==> src/rtl/program_loader_if.sv <==
`default_nettype none
`timescale 1ns/1ps
// ============================================================================
// program_loader_if : word-source and instruction-memory write bus
// Revision : 1.0
// ============================================================================
interface program_loader_if #(
    parameter int AW = 8
);
    logic          src_valid;
    logic [15:0]   src_data;
    logic          mem_ready;
    logic          mem_we;
    logic [AW-1:0] mem_addr;
    logic [15:0]   mem_wdata;

    modport master (
        input  src_valid, src_data, mem_ready,
        output mem_we, mem_addr, mem_wdata
    );

    modport slave (
        output src_valid, src_data, mem_ready,
        input  mem_we, mem_addr, mem_wdata
    );
endinterface
`default_nettype wire

==> src/rtl/program_loader.sv <==
`default_nettype none
`timescale 1ns/1ps
// ============================================================================
// program_loader : captures a boot word stream into a FIFO, writes it to
//                  instruction memory from address 0, then releases the core.
// Option         : PROGRAM_LOADER_CHECKSUM_EN builds the commit checksum.
// Revision       : 1.0
// ============================================================================
module program_loader #(
    parameter int AW         = 8,
    parameter int FIFO_DEPTH = 4
) (
    input  wire logic          clk,
    input  wire logic          rst_b,
    program_loader_if.master   bus,
    output logic               cpu_rst_b,
    output logic               done,
    output logic               error,
    output logic [AW:0]        word_count,
    output logic [15:0]        checksum
);

    localparam int          PW        = $clog2(FIFO_DEPTH);
    localparam logic [PW:0] FIFO_FULL = (PW+1)'(FIFO_DEPTH);
    localparam logic [AW:0] ADDR_END  = {1'b1, {AW{1'b0}}};

    typedef enum logic [2:0] {
        ST_IDLE  = 3'd0,
        ST_LOAD  = 3'd1,
        ST_DRAIN = 3'd2,
        ST_DONE  = 3'd3,
        ST_ERROR = 3'd4
    } state_t;

    state_t        state_q, state_d;
    logic [15:0]   fifo_mem_q [FIFO_DEPTH];
    logic [15:0]   fifo_mem_d [FIFO_DEPTH];
    logic [PW-1:0] rd_ptr_q, rd_ptr_d;
    logic [PW-1:0] wr_ptr_q, wr_ptr_d;
    logic [PW:0]   count_q, count_d;
    logic [AW:0]   word_count_q, word_count_d;
    logic          done_q, done_d;
    logic          error_q, error_d;
    logic          cpu_rst_b_q, cpu_rst_b_d;

    logic fifo_empty;
    logic fifo_full;
    logic addr_full;
    logic write_active;
    logic mem_we;
    logic commit;
    logic push_req;
    logic push;
    logic overflow;

    always_comb begin
        fifo_empty   = (count_q == '0);
        fifo_full    = (count_q == FIFO_FULL);
        addr_full    = (word_count_q == ADDR_END);
        write_active = (state_q == ST_LOAD) || (state_q == ST_DRAIN);
        // Never present a write once the address space is exhausted.
        mem_we       = write_active && !fifo_empty && !addr_full;
        commit       = mem_we && bus.mem_ready;
        push_req     = ((state_q == ST_IDLE) || (state_q == ST_LOAD)) && bus.src_valid;
        // A push into a full FIFO is only legal when a pop frees a slot this cycle.
        overflow     = (push_req && fifo_full && !commit) || (addr_full && !fifo_empty);
        push         = push_req && !overflow;
    end

    always_comb begin
        state_d = state_q;
        case (state_q)
            ST_IDLE: begin
                if (overflow)
                    state_d = ST_ERROR;
                else if (bus.src_valid)
                    state_d = ST_LOAD;
            end
            ST_LOAD: begin
                if (overflow)
                    state_d = ST_ERROR;
                else if (!bus.src_valid)
                    state_d = ST_DRAIN;
            end
            ST_DRAIN: begin
                if (overflow)
                    state_d = ST_ERROR;
                else if (fifo_empty)
                    state_d = ST_DONE;
            end
            ST_DONE:  state_d = ST_DONE;
            ST_ERROR: state_d = ST_ERROR;
            default:  state_d = ST_IDLE;
        endcase
    end

    always_comb begin
        fifo_mem_d   = fifo_mem_q;
        wr_ptr_d     = wr_ptr_q;
        rd_ptr_d     = rd_ptr_q;
        count_d      = count_q + (PW+1)'(push) - (PW+1)'(commit);
        word_count_d = word_count_q + (AW+1)'(commit);
        if (push) begin
            fifo_mem_d[wr_ptr_q] = bus.src_data;
            wr_ptr_d             = wr_ptr_q + PW'(1);
        end
        if (commit)
            rd_ptr_d = rd_ptr_q + PW'(1);
        done_d      = (state_d == ST_DONE);
        cpu_rst_b_d = (state_d == ST_DONE);
        error_d     = (state_d == ST_ERROR);
    end

    always_ff @(posedge clk or negedge rst_b) begin
        if (!rst_b) begin
            state_q      <= ST_IDLE;
            for (int i = 0; i < FIFO_DEPTH; i++)
                fifo_mem_q[i] <= '0;
            rd_ptr_q     <= '0;
            wr_ptr_q     <= '0;
            count_q      <= '0;
            word_count_q <= '0;
            done_q       <= 1'b0;
            error_q      <= 1'b0;
            cpu_rst_b_q  <= 1'b0;
        end else begin
            state_q      <= state_d;
            fifo_mem_q   <= fifo_mem_d;
            rd_ptr_q     <= rd_ptr_d;
            wr_ptr_q     <= wr_ptr_d;
            count_q      <= count_d;
            word_count_q <= word_count_d;
            done_q       <= done_d;
            error_q      <= error_d;
            cpu_rst_b_q  <= cpu_rst_b_d;
        end
    end

`ifdef PROGRAM_LOADER_CHECKSUM_EN
    logic [15:0] checksum_q, checksum_d;

    // Only commits add in, so the sum is naturally frozen in DONE and ERROR.
    always_comb begin
        checksum_d = checksum_q;
        if (commit)
            checksum_d = checksum_q + fifo_mem_q[rd_ptr_q];
    end

    always_ff @(posedge clk or negedge rst_b) begin
        if (!rst_b)
            checksum_q <= '0;
        else
            checksum_q <= checksum_d;
    end

    assign checksum = checksum_q;
`else
    assign checksum = 16'h0000;
`endif

    assign bus.mem_we    = mem_we;
    assign bus.mem_addr  = word_count_q[AW-1:0];
    assign bus.mem_wdata = fifo_mem_q[rd_ptr_q];
    assign cpu_rst_b     = cpu_rst_b_q;
    assign done          = done_q;
    assign error         = error_q;
    assign word_count    = word_count_q;

endmodule
`default_nettype wire

==> src/flat_wrapper.sv <==
// flat-port wrapper written by rule: the top's interface ports become plain ports
module program_loader_flat 
#(
    parameter int AW         = 8,
    parameter int FIFO_DEPTH = 4
)
  (clk, rst_b, cpu_rst_b, done, error, word_count, checksum, bus_src_valid, bus_src_data, bus_mem_ready, bus_mem_we, bus_mem_addr, bus_mem_wdata);
  program_loader_if #(.AW(AW)) bus_i ();
  input  wire logic clk;
  input  wire logic rst_b;
  output logic cpu_rst_b;
  output logic done;
  output logic error;
  output logic [AW:0] word_count;
  output logic [15:0] checksum;
  input wire logic [$bits(bus_i.src_valid)-1:0] bus_src_valid;
  input wire logic [$bits(bus_i.src_data)-1:0] bus_src_data;
  input wire logic [$bits(bus_i.mem_ready)-1:0] bus_mem_ready;
  output wire logic [$bits(bus_i.mem_we)-1:0] bus_mem_we;
  output wire logic [$bits(bus_i.mem_addr)-1:0] bus_mem_addr;
  output wire logic [$bits(bus_i.mem_wdata)-1:0] bus_mem_wdata;
  assign bus_i.src_valid = bus_src_valid;
  assign bus_i.src_data = bus_src_data;
  assign bus_i.mem_ready = bus_mem_ready;
  assign bus_mem_we = bus_i.mem_we;
  assign bus_mem_addr = bus_i.mem_addr;
  assign bus_mem_wdata = bus_i.mem_wdata;
  program_loader #(.AW(AW), .FIFO_DEPTH(FIFO_DEPTH)) u_core (.clk(clk), .rst_b(rst_b), .bus(bus_i), .cpu_rst_b(cpu_rst_b), .done(done), .error(error), .word_count(word_count), .checksum(checksum));
endmodule
==> config.mk <==
export PLATFORM = sky130hd
export DESIGN_NAME = program_loader_flat
export DESIGN_NICKNAME = d
export VERILOG_FILES = /design/src/rtl/program_loader_if.sv /design/src/rtl/program_loader.sv /design/src/flat_wrapper.sv
export SDC_FILE = /design/constraint.sdc
export NUM_CORES = 1
export LEC_CHECK = 0
export ABC_AREA = 1
export ABC_CLOCK_PERIOD_IN_PS = 6100
export BUFFER_PORTS_ARGS = -buffer_cell sky130_fd_sc_hd__buf_2
export CAP_MARGIN = 20
export CORE_MARGIN = 3
export CORE_UTILIZATION = 61
export CTS_CLUSTER_SIZE = 14
export DETAILED_ROUTE_END_ITERATION = 6
export GPL_TIMING_DRIVEN = 0
export PLACE_DENSITY_LB_ADDON = 0.05
export SKIP_CTS_REPAIR_TIMING = 1
export SLEW_MARGIN = 5
export SYNTH_ARGS = -nofsm -noshare
export SYNTH_HDL_FRONTEND = slang
export SYNTH_SLANG_ARGS = --single-unit
==> constraint.sdc <==
create_clock -name clk -period 6.1 [get_ports clk]
set_input_delay 0 -clock clk [delete_from_list [all_inputs] [get_ports clk]]
set_output_delay 0 -clock clk [all_outputs]
set_load 0.02 [all_outputs]
==> results.md <==
## Status
• **result of the run** finished, violations left
• **failing checks** hold timing

## Synthesis
• **number of synthesized register bits** 85
• **post-synth top area cell** dfrtp_1
• **number of synthesized flops with an enable pin** 0
• **cell area after technology mapping** 4470 µm²
• **Synth top area share** 47.5%
• **FFs w/ async S/R, synth** 100%
• **share of the yosys chip area belonging to registers** 47.5%
• **cells taking the most area after synthesis** dfrtp_1 48%, nand2_1 12%, nand4_1 9.1%
• **number of instances in the synthesized netlist** 507
• **most used flip-flop cell after synthesis** dfrtp_1
• **per-instance average area after synthesis** 8.83 µm²
• **post-synth cell types** 34
• **Yosys warning total** 0

## STA
• **Final period util** 39.3%
• **unrepaired setup endpoints after global routing** false
• **final sum of negative setup slack** 0 ns
• **count of pins over their slew limit** 0
• **transition time of the tightest slew-check pin** 0.651 ns
• **timing-limited maximum frequency** 417 MHz
• **final hold slack** -0.000454 ns
• **clk_skew** 0.0143 ns
• **count of endpoints failing hold in the final timing report** 1
• **worst max-slew margin expressed relative to the limit** 56.6%
• **post-route minimum period** 2.40 ns
• **Setup Viol. Count Final** 0

## Placement
• **routability-driven placement congestion ratio** 0.909
• **Port Buffer Count** 56
• **placed insts** 675
• **total half-perimeter wirelength after legalization and detailed placement** 7910 µm

## Floorplan
• **Core Box Area** 6940 µm²
• **Placement Rows** 30
• **area of the die** 8400 µm²
• **die extent in y** 91.6 µm
• **effective utilization at floorplan** 64.4%
• **horizontal die dimension** 91.6 µm
• **IO Count** 73

## Clock network
• **clock root buffer** clkbuf_8
• **H-tree depth** 3
• **count of clock tree sinks** 85
• **Reg clk slew, reported paths** 0.09 ns
• **largest buffer count on any clock path** 2
• **TritonCTS clock tree** built
• **clock insertion delay at the later pin of the skew report** 0.36 ns
• **number of CTS-inserted buffers** 9

## Global routing
• **maximum number of pins on one net before global-route repair** 51
• **GR Layer Usage met1** 38.0%
• **global-route usage over all layers** 28.5%
• **number of global-route vias before repair** 3882
• **most used routing layer in global routing** met2
• **met3 track demand over resource** 6.64%
• **Overflow after GRT** 0
• **first-pass GRT wire length** 18800 µm
• **global-route met2 utilization** 45.5%
• **antenna violations before repair** 0

## Drt
• **routed wire length per instance** 16.4 µm
• **total number of vias** 3991
• **Via density** 5.63
• **Pre-antenna DRT Iters** 5
• **Final ANT Viol Nets** 0
• **first-iteration detailed-routing DRC count** 293
• **post-route DRC violation count** 0
• **total wire length after detailed routing** 11600 µm

## Power
• **Leak Pwr** 2.83 nW
• **highest ir drop seen on vdd** 0.000283 V
• **Pwr per Cell Area** 433 nW/µm²

## Worst setup path
• **kind of critical path** reg2reg
• **worst setup slack for register-to-register paths** 3.70 ns
• **element type at the critical path end** flip-flop
• **arrival time worst endpoint** 2.68 ns
• **highest net fanout along the worst path** 5
• **sort of element at the start of the critical path** flip-flop
• **critical register-to-register path startpoint** u_core.word_count[1]
• **capture point of the worst path** u_core.count_q[2]
• **endpoint required time on the critical path** 6.38 ns
• **capturing point of the worst reg2reg path** u_core.count_q[2]
• **Worst Reg2Reg Path Length in Cells** 11
• **start point of the critical path** u_core.word_count[1]

## Min path
• **worst hold path type** in2reg

## Layout
• **fin nets** 637
• **area overhead of the layout relative to synthesis** 19.3%
• **number of fill cells in the layout** 474
• **non-filler instance count after layout** 709
• **final core area utilization** 76.9%
• **share of final-layout standard cells stronger than drive strength 1** 22.3%
• **Antenna Cells** 0

## Run
• **number of maximum-capacitance violations** 0

## worst max-delay path, stage by stage, from the launching register on
cell and delay [ns]:
dfrtp_1 0.42, or2_1 0.23, nor2_1 0.13, nand2_2 0.12
nand3_4 0.14, inv_1 0.08, ha_1 0.28, inv_1 0.04
ha_1 0.18, fa_1 0.38, xnor2_1 0.19, xor2_1 0.15
## Yosys cell counts, drive strengths merged (2+ instances only)
cell type and number:
dfrtp 85, inv 20, nand3 7, o22ai 16, clkbuf 15, o21ai 34
nand4 69, nor3 2, buf 44, nor2 43, nand2 145, xnor2 4
a21oi 2, ha 8, xor2 7
## registers in the layout, indices dropped and copies added (netlist names)
signal	cells
u_core.count_q	3
u_core.done	1
u_core.error	1
u_core.fifo_mem_q	64
u_core.rd_ptr_q	2
u_core.state_q	3
u_core.word_count	9
u_core.wr_ptr_q	2
## cell type report
type	instances	area, µm²	area share, %
buffer	59	409	7.66
clock buffer	9	124	2.32
clock inverter	7	81.3	1.52
inverter	20	75.1	1.41
multi-input combinational	358	1920	36.0
sequential	85	2130	39.8
tap	96	120	2.25
timing repair buffer	75	483	9.05
## cell families (layout without fill, tap and decap cells)
family	count (synthesis)	count (layout)	synth area share, %
AOI/OAI and AO/OA	53	53	6.71
xor gates and xnor gates	11	11	2.15
adders and majority gates	9	9	2.68
buffers and inverters	79	170	10.8
DFF	85	85	47.5
other	1	16	0.0838
and+or+nand+nor	269	269	30.0
## routing by layer
layer  routed length [µm]  vias up
li1                     -     1878
met4                  235        0
met1                 4830     1910
met3                 1010       20
met2                 5540      183
met5                    0        -
## through the flow
| stage | cell area [µm²] | hold slack (ns) | power [W] | setup slack [ns] |
|---|---|---|---|---|
| after floorplan | 4530 | -0.296 | 0.00155 | 3.74 |
| after global placement | 4930 | 0.296 | 0.00185 | 3.74 |
| after detailed placement | 4950 | 0.0714 | 0.00188 | 3.71 |
| after CTS | 5160 | -0.313 | 0.00230 | 3.68 |
| after global routing | 5340 | 0.00308 | 0.00247 | 3.51 |
| final | 5340 | -0.000454 | 0.00231 | 3.70 |
## report_power, final
group	switching, W	total, W	internal (W)
combinational	0.000684	0.00104	0.000361
sequential	0.000124	0.000852	0.000728
clock	0.000219	0.000416	0.000197
## placed cells by master, fill, tap and decap left out, drive strengths merged
cell and n:
nand2 145, buf 101, dfrtp 85, nand4 69
nor2 43, o21ai 34, clkbuf 24, inv 24
dlygate4sd3 18, o22ai 16, conb 16, ha 8
xor2 7, nand3 7, xnor2 4, nor3 2
a21oi 2, clkinv 2, or2 1, nor3b 1
a2bb2oi 1, nand3b 1, fa 1, bufinv 1
## how the worst min path moves through the flow
stage	from	end	slack [ns]	depth (start not counted)
global placement	bus_src_data[7]	u_core.fifo_mem_q[23]	0.30	3
floorplan	rst_b	u_core.count_q[0]	-0.30	0
global route	bus_mem_ready	u_core.rd_ptr_q[0]	0.003	3
CTS	rst_b	u_core.error	-0.31	1
finish	bus_mem_ready	u_core.rd_ptr_q[0]	-0.0005	3
detailed placement	rst_b	u_core.word_count[7]	0.07	1
Note: power is estimated with default switching activity, not from simulation.
